==> config.mk <==
export PLATFORM = sky130hd
export DESIGN_NAME = acc_cpu_core
export DESIGN_NICKNAME = d
export VERILOG_FILES = /design/src/rtl/acc_cpu_core.sv
export SDC_FILE = /design/constraint.sdc
export NUM_CORES = 1
export LEC_CHECK = 0
export BUFFER_PORTS_ARGS = -buffer_cell sky130_fd_sc_hd__buf_2
export CAP_MARGIN = 15
export CORE_ASPECT_RATIO = 0.8
export CORE_UTILIZATION = 54
export DETAILED_ROUTE_END_ITERATION = 16
export GPL_TIMING_DRIVEN = 0
export PLACE_DENSITY = 0.88
export SKIP_LAST_GASP = 1
export SLEW_MARGIN = 10
export SYNTH_ARGS = -nofsm -noshare
export SYNTH_HDL_FRONTEND = slang
export SYNTH_SLANG_ARGS = --single-unit
==> constraint.sdc <==
create_clock -name clock -period 2.25 [get_ports clock]
set_clock_uncertainty 0.1 [all_clocks]
set_input_delay 0.1125 -clock clock [delete_from_list [all_inputs] [get_ports clock]]
set_output_delay 0.1125 -clock clock [all_outputs]
set_load 0.01 [all_outputs]
==> src/rtl/acc_cpu_core.sv <==
// acc_cpu_core: parametrised accumulator CPU with one accumulator (A), PC,
// instruction register and N/Z flags, fetching and accessing data over an
// external single-port req/ack memory bus that may insert any number of waits.
module acc_cpu_core #(
  parameter int unsigned              DATA_W   = 16,
  parameter int unsigned              ADDR_W   = 12,
  parameter logic [ADDR_W-1:0]        RESET_PC = '0
) (
  input  logic              clock,
  input  logic              reset_n,
  input  logic              run,
  output logic              mem_req,
  output logic              mem_we,
  output logic [ADDR_W-1:0] mem_addr,
  output logic [DATA_W-1:0] mem_wdata,
  input  logic [DATA_W-1:0] mem_rdata,
  input  logic              mem_ack,
  output logic              halted,
  output logic [ADDR_W-1:0] pc_o,
  output logic [DATA_W-1:0] acc_o,
  output logic [1:0]        flags_o
);

  typedef enum logic [1:0] {
    S_FETCH,
    S_EXEC,
    S_HALT
  } state_e;

  typedef enum logic [3:0] {
    OP_LD  = 4'h0,
    OP_ADD = 4'h1,
    OP_JMP = 4'h2,
    OP_ST  = 4'h3,
    OP_CMP = 4'h4,
    OP_JEQ = 4'h5,
    OP_SUB = 4'h6,
    OP_JLT = 4'h7,
    OP_LDI = 4'h8,
    OP_AND = 4'h9,
    OP_OR  = 4'hA,
    OP_HLT = 4'hF
  } opcode_e;

  state_e              state_q;
  logic [ADDR_W-1:0]   pc_q;
  logic [DATA_W-1:0]   acc_q;
  // IR is kept as its two decoded fields only; the bits between the operand
  // and the opcode carry no meaning and are not stored.
  opcode_e             ir_op_q;
  logic [ADDR_W-1:0]   ir_c_q;
  logic                n_q;
  logic                z_q;
  logic                req_q;
  logic                we_q;
  logic [ADDR_W-1:0]   addr_q;
  logic [DATA_W-1:0]   wdata_q;
  logic                halted_q;

  logic                is_mem_d;
  logic [DATA_W-1:0]   imm_d;

  // Classify the current instruction and form the zero-extended immediate.
  always_comb begin
    is_mem_d = 1'b0;
    imm_d    = {{(DATA_W-ADDR_W){1'b0}}, ir_c_q};
    case (ir_op_q)
      OP_LD, OP_ADD, OP_ST, OP_CMP, OP_SUB, OP_AND, OP_OR: is_mem_d = 1'b1;
      default:                                             is_mem_d = 1'b0;
    endcase
  end

  // Control FSM and datapath; the bus request is raised in the cycle after a
  // state is entered and is held with stable address/data until ack.
  always_ff @(posedge clock or negedge reset_n) begin
    if (!reset_n) begin
      state_q  <= S_FETCH;
      pc_q     <= RESET_PC;
      acc_q    <= '0;
      ir_op_q  <= OP_LD;
      ir_c_q   <= '0;
      n_q      <= 1'b0;
      z_q      <= 1'b0;
      req_q    <= 1'b0;
      we_q     <= 1'b0;
      addr_q   <= '0;
      wdata_q  <= '0;
      halted_q <= 1'b0;
    end else begin
      case (state_q)
        S_FETCH: begin
          if (!req_q) begin
            if (run) begin
              req_q  <= 1'b1;
              we_q   <= 1'b0;
              addr_q <= pc_q;
            end
          end else if (mem_ack) begin
            ir_op_q <= opcode_e'(mem_rdata[DATA_W-1 -: 4]);
            ir_c_q  <= mem_rdata[ADDR_W-1:0];
            pc_q    <= pc_q + ADDR_W'(1);
            req_q   <= 1'b0;
            state_q <= S_EXEC;
          end
        end
        S_EXEC: begin
          if (!req_q) begin
            if (is_mem_d) begin
              req_q   <= 1'b1;
              we_q    <= (ir_op_q == OP_ST);
              addr_q  <= ir_c_q;
              wdata_q <= acc_q;
            end else begin
              state_q <= S_FETCH;
              case (ir_op_q)
                OP_JMP: pc_q <= ir_c_q;
                OP_JEQ: if (z_q) pc_q <= ir_c_q;
                OP_JLT: if (n_q) pc_q <= ir_c_q;
                OP_LDI: acc_q <= imm_d;
                OP_HLT: begin
                  state_q  <= S_HALT;
                  halted_q <= 1'b1;
                end
                default: ;
              endcase
            end
          end else if (mem_ack) begin
            case (ir_op_q)
              OP_LD:  acc_q <= mem_rdata;
              OP_ADD: acc_q <= acc_q + mem_rdata;
              OP_SUB: acc_q <= acc_q - mem_rdata;
              OP_AND: acc_q <= acc_q & mem_rdata;
              OP_OR:  acc_q <= acc_q | mem_rdata;
              OP_CMP: begin
                n_q <= ($signed(acc_q) < $signed(mem_rdata));
                z_q <= (acc_q == mem_rdata);
              end
              default: ;
            endcase
            req_q   <= 1'b0;
            we_q    <= 1'b0;
            state_q <= S_FETCH;
          end
        end
        S_HALT: begin
          req_q    <= 1'b0;
          halted_q <= 1'b1;
        end
        default: state_q <= S_FETCH;
      endcase
    end
  end

  assign mem_req   = req_q;
  assign mem_we    = we_q;
  assign mem_addr  = addr_q;
  assign mem_wdata = wdata_q;
  assign halted    = halted_q;
  assign pc_o      = pc_q;
  assign acc_o     = acc_q;
  assign flags_o   = {n_q, z_q};

endmodule

==> results.py, run 1 <==
metrics = {
    "routing": {
        "ant_nets": 0,
        "drtIter0Drc": 1015,
        "drc_errors": 0,
        "wl_per_cell_um": 21.3,
        "drtPass1Iterations": 8,
        "routed_wl_um": 21700,
        "avgViaCountPerCell": 6.59,
        "vias": 6704,
    },
    "critical_path": {
        "crit_type": "reg -> reg",
        "critical-path-slowest-cell": "dfrtp_2",
        "end_kind": "flip-flop",
        "critPathMaxFanout": 3,
        "crit_arrival_ns": 2.76,
        "critPathLaunchType": "flip-flop",
        "crit_required_ns": 2.39,
        "crit_top_cell": "o211ai_1",
        "cp_cell_sequence": "ha_4 -> inv_2 -> fa_2 -> nor2b_1 -> o211ai_1 -> a31o_2 -> o221ai_2 -> xnor2_1 -> o211ai_1 -> o31a_1",
        "critPathBufInv": 1,
        "cp_top_family": "compound AO/OA/AOI/OAI gates",
        "cp_slowest_stage_delay_ns": 0.43,
    },
    "logic_synthesis": {
        "synth_ff_type": "dfrtp_1",
        "avgSynthCellArea_um2": 8.63,
        "synth_most_common_cell": "o21ai_0",
        "syn-num-nets": 812,
        "synth_edf_count": 0,
        "synth_seq_cells": 79,
        "synth-async-reset-ratio": 1.00,
        "ys_seq_area_frac": 0.312,
        "synth_area_um2": 6330,
        "synth_top_cell_by_area": "dfrtp_1",
        "ys_top_cells_by_area": "dfrtp_1 (31%), ha_1 (11%), o21ai_0 (6.4%)",
        "postSynthCellCount": 734,
        "synth_top_cell_area_share": 0.312,
        "synthTopCellsByCount": "o21ai_0 (81), dfrtp_1 (79), nand2_1 (65)",
        "synth_cell_types": 76,
        "ys_warn_count": 0,
    },
    "cts": {
        "cts.clk_slew.worst_paths_ns": 0.07,
        "cts.sinks": 79,
        "cts_max_path_buffers": 2,
        "cts_root_buf": "clkbuf_16",
        "h-tree-depth": 3,
        "worstSkewPairLatency_ns": 0.36,
        "numCtsBuffers": 9,
        "tritoncts": "yes",
    },
    "cells_and_area": {
        "diodes": 0,
        "fin_util": 0.729,
        "stdcell_area_um2": 8120,
        "syn_to_final_growth_pct": 28.3,
        "nets": 947,
        "layout-drive-gt1-share": 0.316,
        "n_fill_cell": 751,
    },
    "timing": {
        "finalHoldViolCount": 0,
        "fin_ws_ns": -0.370,
        "grt_setup_unrepaired": "yes",
        "fmax_mhz": 382,
        "relSlewSlack": 0.502,
        "tightest_slew_ns": 0.741,
        "slew_violations": 0,
        "setup_violations": 14,
        "min_period_ns": 2.62,
        "period_share": 1.16,
    },
    "placement": {
        "place_hpwl_um": 13500,
        "numPortBuffers": 80,
        "gp_congestion": 1.03,
        "placed_cell_area_um2": 7010,
    },
    "global_routing": {
        "antenna_found_initial": 0,
        "grt_max_degree": 50,
        "grtUsageTotal": 0.348,
        "grt_pass1_vias": 6008,
        "grt_overflow": 0,
        "grt_pass1_wl_um": 32200,
    },
    "die": {
        "initial_core_util": 0.568,
        "core_um2": 11100,
        "pin_count": 81,
        "die_w_um": 123,
        "die_h_um": 98.8,
        "fp-row-count": 34,
        "dieArea_um2": 12200,
    },
    "job": {
        "cap_viol_max_count": 0,
    },
    "outcome": {
        "status": "complete, but fails checks",
        "violations": "setup timing",
    },
    "power": {
        "total_power_uw": 12000,
        "peakVddDrop_mv": 0.646,
        "leakagePower_uw": 0.00371,
        "power_density_nw_per_um2": 1480,
    },
    "hold_path": {
        "hold_class": "in -> reg",
    },
}
path summary, 6_finish.rpt:
check | start | end | slack (ns) | cells past startpoint
worst max-delay path | acc_o[0]$_DFFE_PN0P_ | acc_o[14]$_DFFE_PN0P_ | -0.37 | 10
worst min-delay path | mem_rdata[13] | ir_op_q[1]$_DFFE_PN0P_ | 0.002 | 3
worst max register to register | acc_o[0]$_DFFE_PN0P_ | acc_o[14]$_DFFE_PN0P_ | -0.37 | 10
worst min register to register | mem_addr[7]$_DFFE_PN0P_ | mem_addr[7]$_DFFE_PN0P_ | 0.38 | 2
max in group asynchronous | reset_n | acc_o[9]$_DFFE_PN0P_ | 1.30 | 3
min in group asynchronous | reset_n | pc_o[5]$_DFFE_PN0P_ | 0.13 | 2
state kept, by name (all words and copies together), names as in the netlist, 2 cells and up:
register	count
mem_wdata	16
mem_addr	12
pc_o	12
acc_o	16
ir_c_q	12
ir_op_q	4
state_q	2
layout make-up:
type,instances,area (um2),share of cell area
Clock inverter,7,75.1,0.00924
Timing Repair Buffer,127,788,0.0971
Multi-Input combinational cell,560,4370,0.539
Buffer,42,302,0.0371
Clock buffer,9,225,0.0277
Inverter,50,188,0.0231
Tap cell,144,180,0.0222
Sequential cell,79,1990,0.245
power by group:
group / leakage [uW] / switching, uW / internal (uW)
logic: 0.00258 / 4610 / 3250
registers: 0.000992 / 638 / 2020
clock network: 0.000145 / 722 / 786
total: 0.00371 / 5970 / 6050
logic make-up (layout without fill, tap and decap cells):
group,count (synthesis),in the layout,share of synthesized area
AO/OA/AOI/OAI,242,242,0.257
multiplexers,35,35,0.0591
XOR/XNOR,16,16,0.0221
flip-flops,79,79,0.312
buffers and inverters,95,235,0.0692
adder cells (fa/ha/maj),58,58,0.117
AND/OR/NAND/NOR,209,209,0.164
stage by stage:
stage | hold slack (ns) | setup TNS (ns) | setup slack [ns] | std cells
after global routing | 0.0371 | -3.68 | -0.382 | 1018
after global placement | 0.351 | -5.06 | -0.414 | 958
after floorplan | -0.283 | -0.228 | -0.103 | 734
after detailed placement | -0.0142 | -6.27 | -0.449 | 959
final | 0.00211 | -2.94 | -0.370 | 1018
after CTS | 0.00357 | -1.82 | -0.254 | 1005
placed cells by master (no fill, tap or decap), types with 12 or more instances in the layout:
cell,n
xnor2_1,12
mux2_1,12
a21oi_1,42
inv_1,41
nor2_1,53
mux2i_1,16
buf_6,13
buf_4,49
dfrtp_1,69
nand2_1,64
buf_2,83
ha_1,46
o21ai_1,17
o21ai_0,74
tightest hold or removal path, delay by kind of cell:
family / cells / cell delay (ns)
AO/OA/AOI/OAI: 1 / 0.09
buffers and inverters: 2 / 0.21
routing by layer:
metal  GRT usage  vias up  routed length, um
li1            -     2912                  -
met1       0.488     3128               8920
met2       0.490      540               9040
met3      0.0839      124               2580
met4       0.189        0               1190
met5           0        -                  0
timing repair:
item | 4_1_cts | 5_1_grt
hold buffers | 3 | 0
gates cloned | 0 | 1
resized for setup | 57 | 67
endpoints found under the hold margin | 65 | 0
pin swaps | 28 | 23
setup buffers | 29 | 13
endpoints found under the setup margin | 49 | 52
No activity file was read; power rests on OpenSTA's default activity.
==> run 2: changes to the inputs <==
--- a/config.mk
+++ b/config.mk
@@ -10,7 +10,6 @@
 export CORE_ASPECT_RATIO = 0.8
 export CORE_UTILIZATION = 54
 export DETAILED_ROUTE_END_ITERATION = 16
-export GPL_TIMING_DRIVEN = 0
 export PLACE_DENSITY = 0.88
 export SKIP_LAST_GASP = 1
 export SLEW_MARGIN = 10
==> run 2 against run 1 <==
Against the previous run:
- the flow finishes with violations (hold timing, setup timing)
- hold slack got worse by 0.010 ns
- sequential cell count did not move
- die area did not move
- combinational power rose by 8.7%
- setup slack improved by 0.072 ns
- maximum frequency rose by 2.8%
- design area rose by 7.2%
- register-to-register slack improved by 0.07 ns
==> results.py, run 2 (synthesis results as in run 1) <==
metrics = {
    "die": {
        "core_um2": 11100,
        "pin_count": 81,
        "die_h_um": 98.8,
        "initial_core_util": 0.568,
        "dieArea_um2": 12200,
        "die_w_um": 123,
        "fp-row-count": 34,
    },
    "cts": {
        "cts_max_path_buffers": 2,
        "numCtsBuffers": 9,
        "tritoncts": "yes",
        "cts.sinks": 79,
        "cts_root_buf": "clkbuf_16",
        "h-tree-depth": 3,
        "cts.clk_slew.worst_paths_ns": 0.07,
        "worstSkewPairLatency_ns": 0.36,
    },
    "power": {
        "leakagePower_uw": 0.00403,
        "peakVddDrop_mv": 0.900,
        "total_power_uw": 12800,
        "power_density_nw_per_um2": 1470,
    },
    "timing": {
        "relSlewSlack": 0.591,
        "setup_violations": 14,
        "grt_setup_unrepaired": "yes",
        "min_period_ns": 2.55,
        "whs_ns": -0.00811,
        "finalHoldViolCount": 1,
        "fmax_mhz": 392,
        "tightest_slew_ns": 0.607,
        "fin_ws_ns": -0.298,
        "setup_tns_ns": -2.09,
        "period_share": 1.13,
        "slew_violations": 0,
    },
    "routing": {
        "drtIter0Drc": 755,
        "vias": 6931,
        "ant_nets": 0,
        "drtPass1Iterations": 5,
        "drc_errors": 0,
        "avgViaCountPerCell": 6.48,
        "routed_wl_um": 22700,
        "wl_per_cell_um": 21.2,
    },
    "cells_and_area": {
        "nets": 999,
        "diodes": 0,
        "layout-drive-gt1-share": 0.383,
        "n_fill_cell": 669,
        "syn_to_final_growth_pct": 37.6,
        "final_cell_mix": "buf_4 (127), buf_2 (79), o21ai_0 (74), dfrtp_1 (70), nand2_1 (63)",
        "stdcell_count": 1070,
        "final_common_cell": "buf_4",
    },
    "critical_path": {
        "reg2reg_to": "acc_o[8]$_DFFE_PN0P_",
        "crit_type": "reg -> reg",
        "worstReg2RegStart": "acc_o[0]$_DFFE_PN0P_",
        "critPathMaxFanout": 3,
        "critical-path-slowest-cell": "dfrtp_1",
        "critPathLaunchType": "flip-flop",
        "cp_cell_sequence": "ha_4 -> inv_2 -> fa_2 -> nor2b_2 -> o211ai_1 -> a31o_2 -> a21oi_2 -> xor2_1 -> a221oi_2 -> o21ai_1",
        "crit_arrival_ns": 2.68,
        "worst_r2r_path_depth": 10,
        "crit_required_ns": 2.39,
        "cp_slowest_stage_delay_ns": 0.43,
        "r2r_slack_ns": -0.30,
        "end_kind": "flip-flop",
    },
    "outcome": {
        "violations": "hold timing, setup timing",
        "status": "complete, but fails checks",
    },
    "hold_path": {
        "holdPathStages": 3,
        "hold_class": "in -> reg",
        "holdPathEnd": "ir_op_q[3]$_DFFE_PN0P_",
        "holdCritStartpoint": "mem_rdata[15]",
    },
    "global_routing": {
        "grtUsageTotal": 0.347,
        "grt_overflow": 0,
        "grt_max_degree": 46,
        "antenna_found_initial": 0,
        "grt_pass1_wl_um": 32700,
        "grt_pass1_vias": 6379,
    },
    "placement": {
        "place_hpwl_um": 14200,
        "numPortBuffers": 80,
        "numPlacedInstances": 1042,
        "gp_congestion": 0.982,
    },
    "job": {
        "cap_viol_max_count": 0,
    },
}
==> run 2: cell types whose count changed in the layout (fill, tap and decap cells not counted), sizes merged <==
cell and delta:
clkinv -2, clkbuf -18, inv +1, buf +71
bufinv +1, dlygate4sd3 -1
==> run 2: through the flow <==
| stage | area, um2 | utilization | worst slack (ns) |
|---|---|---|---|
| final | 8710 | 0.781 | -0.298 |
| after global routing | 8710 | 0.781 | -0.407 |
| after CTS | 8350 | 0.749 | -0.138 |
| after detailed placement | 7770 | 0.697 | -0.217 |
| after global placement | 7770 | 0.697 | -0.148 |
| after floorplan | 6400 | - | -0.103 |
==> run 2: how the worst max path moves through the flow <==
stage | startpoint | end | slack (ns) | cells past startpoint
finish | acc_o[0]$_DFFE_PN0P_ | acc_o[8]$_DFFE_PN0P_ | -0.30 | 10
global route | acc_o[0]$_DFFE_PN0P_ | acc_o[6]$_DFFE_PN0P_ | -0.41 | 13
CTS | acc_o[0]$_DFFE_PN0P_ | acc_o[14]$_DFFE_PN0P_ | -0.14 | 10
detailed placement | acc_o[8]$_DFFE_PN0P_ | acc_o[14]$_DFFE_PN0P_ | -0.22 | 9
global placement | acc_o[8]$_DFFE_PN0P_ | acc_o[14]$_DFFE_PN0P_ | -0.15 | 9
floorplan | acc_o[8]$_DFFE_PN0P_ | acc_o[14]$_DFFE_PN0P_ | -0.10 | 10
==> run 2: final cells by class <==
type                            count  area [um2]  area share
Tap cell                          144         180      0.0207
Timing Repair Buffer              221        1550       0.178
Multi-Input combinational cell    560        4490       0.516
Clock inverter                      7        83.8     0.00963
Sequential cell                    79        1990       0.228
Clock buffer                        9         225      0.0259
Inverter                           50         188      0.0215
==> run 2: timing repair <==
action | CTS | global route
buffers inserted | 7 | 4
endpoints found under the hold margin | 35 | 0
hold buffers | 2 | 0
gates resized for setup | 42 | 65
pin swaps | 22 | 39
endpoints found under the setup margin | 13 | 45
==> run 2: routing by layer <==
metal | vias up | GRT usage | share of wire
li1 | 3016 | - | -
met1 | 3309 | 0.471 | 0.40
met2 | 471 | 0.527 | 0.44
met3 | 135 | 0.0810 | 0.11
met4 | 0 | 0.152 | 0.059
met5 | - | 0 | 0
==> run 2: worst max-delay path, delay by kind of cell (launching register included) <==
kind                     cells  cell delay [ns]
adder cells (fa/ha/maj)      2             0.51
flip-flops                   1             0.43
XOR/XNOR                     1             0.11
buffers and inverters        1             0.04
AO/OA/AOI/OAI                5             1.08
AND/OR/NAND/NOR              1             0.15
==> run 2: where the power goes <==
group / leakage (uW) / switching [uW] / total, uW / internal, uW
logic: 0.00289 / 4710 / 8540 / 3830
clock network: 0.000149 / 697 / 1580 / 884
registers: 0.000993 / 629 / 2650 / 2020
==> run 3: changes to the inputs <==
--- a/config.mk
+++ b/config.mk
@@ -11,6 +11,7 @@
 export CORE_UTILIZATION = 54
 export DETAILED_ROUTE_END_ITERATION = 16
 export PLACE_DENSITY = 0.88
+export SKIP_CTS_REPAIR_TIMING = 1
 export SKIP_LAST_GASP = 1
 export SLEW_MARGIN = 10
 export SYNTH_ARGS = -nofsm -noshare
==> run 3 against run 2 <==
Against the previous run:
- highest routed layer unchanged
- non-clock buffer count decreased by 7
- sequential cell count unchanged
- design area decreased by 3.0%
- total power down 4.9%
- setup slack better by 0.079 ns
- clock-buffer cell count unchanged
- sequential power barely moved
- the flow still finishes with violations (hold timing, setup timing)
- critical endpoint is now acc_o[14]$_DFFE_PN0P_
- sequential share of layout area rose by 0.70 points
- die area is the same
- core utilization is 2.3 points lower
- cell count down 0.65%
- maximum frequency increased by 3.2%
==> results.py, run 3 (synthesis results as in run 1) <==
metrics = {
    "critical_path": {
        "cp_cell_sequence": "inv_2 -> ha_4 -> inv_2 -> fa_2 -> nand2b_4 -> a2111oi_4 -> o21ai_1 -> and3b_2 -> a21oi_2 -> nor3_1 -> o31a_1",
        "cp_top_family": "compound AO/OA/AOI/OAI gates",
        "crit_type": "reg -> reg",
        "worstReg2RegStart": "acc_o[0]$_DFFE_PN0P_",
        "end_kind": "flip-flop",
        "crit_required_ns": 2.39,
        "cp_slowest_stage_delay_ns": 0.40,
        "critPathMaxFanout": 3,
        "critical-path-slowest-cell": "dfrtp_1",
        "critPathLaunchType": "flip-flop",
        "crit_arrival_ns": 2.61,
        "critPathBufInv": 2,
        "crit_top_cell": "inv_2",
        "startpoint": "acc_o[0]$_DFFE_PN0P_",
    },
    "die": {
        "dieArea_um2": 12200,
        "die_w_um": 123,
        "core_um2": 11100,
        "pin_count": 81,
        "fp-row-count": 34,
        "initial_core_util": 0.568,
        "die_h_um": 98.8,
    },
    "routing": {
        "vias": 6634,
        "wl_per_cell_um": 19.3,
        "avgViaCountPerCell": 6.24,
        "drtIter0Drc": 758,
        "drc_errors": 0,
        "ant_nets": 0,
        "drtPass1Iterations": 5,
        "routed_wl_um": 20500,
    },
    "cts": {
        "tritoncts": "yes",
        "cts.sinks": 79,
        "cts_root_buf": "clkbuf_16",
        "numCtsBuffers": 9,
        "cts_max_path_buffers": 2,
        "h-tree-depth": 3,
        "cts.clk_slew.worst_paths_ns": 0.07,
        "worstSkewPairLatency_ns": 0.35,
    },
    "global_routing": {
        "grt_pass1_wl_um": 31200,
        "grtUsageTotal": 0.332,
        "grt_pass1_vias": 6082,
        "grt_overflow": 0,
        "antenna_found_initial": 0,
        "grt_max_degree": 46,
    },
    "timing": {
        "tightest_slew_ns": 0.587,
        "setup_violations": 12,
        "slew_violations": 0,
        "fmax_mhz": 405,
        "whs_ns": -0.00623,
        "finalHoldViolCount": 2,
        "min_period_ns": 2.47,
        "relSlewSlack": 0.605,
        "period_share": 1.10,
        "grt_setup_unrepaired": "yes",
        "fin_ws_ns": -0.219,
    },
    "cells_and_area": {
        "stdcell_area_um2": 8450,
        "fin_util": 0.758,
        "layout-drive-gt1-share": 0.357,
        "multi_input_area_um2": 4300,
        "seq_area_um2": 1990,
        "syn_to_final_growth_pct": 33.5,
        "nets": 992,
        "final_cell_mix": "buf_4 (125), buf_2 (79), o21ai_0 (74), dfrtp_1 (70), nand2_1 (65)",
        "final_common_cell": "buf_4",
        "diodes": 0,
        "n_fill_cell": 732,
    },
    "placement": {
        "numPortBuffers": 80,
        "placed_cell_area_um2": 7770,
        "place_ws_ns": -0.217,
        "place_hpwl_um": 14200,
        "gp_congestion": 0.982,
    },
    "job": {
        "cap_viol_max_count": 0,
    },
    "power": {
        "clockPowerShare": 0.128,
        "power_density_nw_per_um2": 1440,
        "peakVddDrop_mv": 0.987,
        "swShare": 0.465,
        "power.internal_uw": 6490,
        "leakagePower_uw": 0.00398,
        "comb_power_share": 0.654,
        "pwr-share-seq": 0.217,
        "p_sw_uw": 5640,
    },
    "outcome": {
        "status": "complete, but fails checks",
        "violations": "hold timing, setup timing",
    },
    "hold_path": {
        "hold_class": "in -> reg",
        "holdCritStartpoint": "mem_rdata[15]",
    },
}
run 3: cell types whose count changed in the layout (fill, tap and decap cells not counted), moves of 3 or more:
cell     delta
inv_2       -3
inv_1       +3
ha_1        +6
ha_4        -7
buf_6       -3
a21oi_1     +3
run 3: path summary, 6_finish.rpt:
check / endpoint / slack (ns) / cells past startpoint
hold reg to reg: mem_addr[11]$_DFFE_PN0P_ / 0.37 / 2
setup reg to reg: acc_o[14]$_DFFE_PN0P_ / -0.22 / 11
setup / recovery: acc_o[14]$_DFFE_PN0P_ / -0.22 / 11
hold / removal: ir_op_q[3]$_DFFE_PN0P_ / -0.006 / 3
min in group asynchronous: mem_addr[4]$_DFFE_PN0P_ / 0.15 / 2
max in group asynchronous: ir_op_q[1]$_DFFE_PN0P_ / 1.26 / 3
run 3: area by class of cell:
type	count	area share
well taps	144	0.0213
inverters	50	0.0222
clock buffers	9	0.0266
flip-flops and latches	79	0.235
multi-input cells	560	0.509
clock inverters	7	0.00992
repair buffers	214	0.176
run 3: tightest hold or removal path, cell delays in order:
cell and delay [ns]:
buf_2 0.12, inv_1 0.09, o21ai_0 0.09
run 3: per-stage QoR:
step,TNS [ns],std cells,power (uW)
4_1_cts,-1.70,1058,11300
3_3_place_gp,-0.746,1042,9390
5_1_grt,-2.87,1063,12900
6_report,-1.82,1063,12100
2_1_floorplan,-0.228,734,6900
3_5_place_dp,-1.38,1042,9620
run 3: metal layers:
metal / GRT usage / vias to the layer above / share of wire
li1: - / 3001 / -
met1: 0.469 / 3174 / 0.42
met2: 0.506 / 402 / 0.45
met3: 0.0741 / 57 / 0.11
met4: 0.0982 / 0 / 0.028
met5: 0 / - / 0
run 3: power by group through the flow:
stage | Combinational (uW) | Sequential [uW] | Clock [uW]
2_1_floorplan | 4200 | 2700 | 0
3_3_place_gp | 6820 | 2570 | 0
3_5_place_dp | 7020 | 2600 | 0
4_1_cts | 7120 | 2580 | 1570
5_1_grt | 8500 | 2720 | 1640
6_report | 7940 | 2640 | 1560
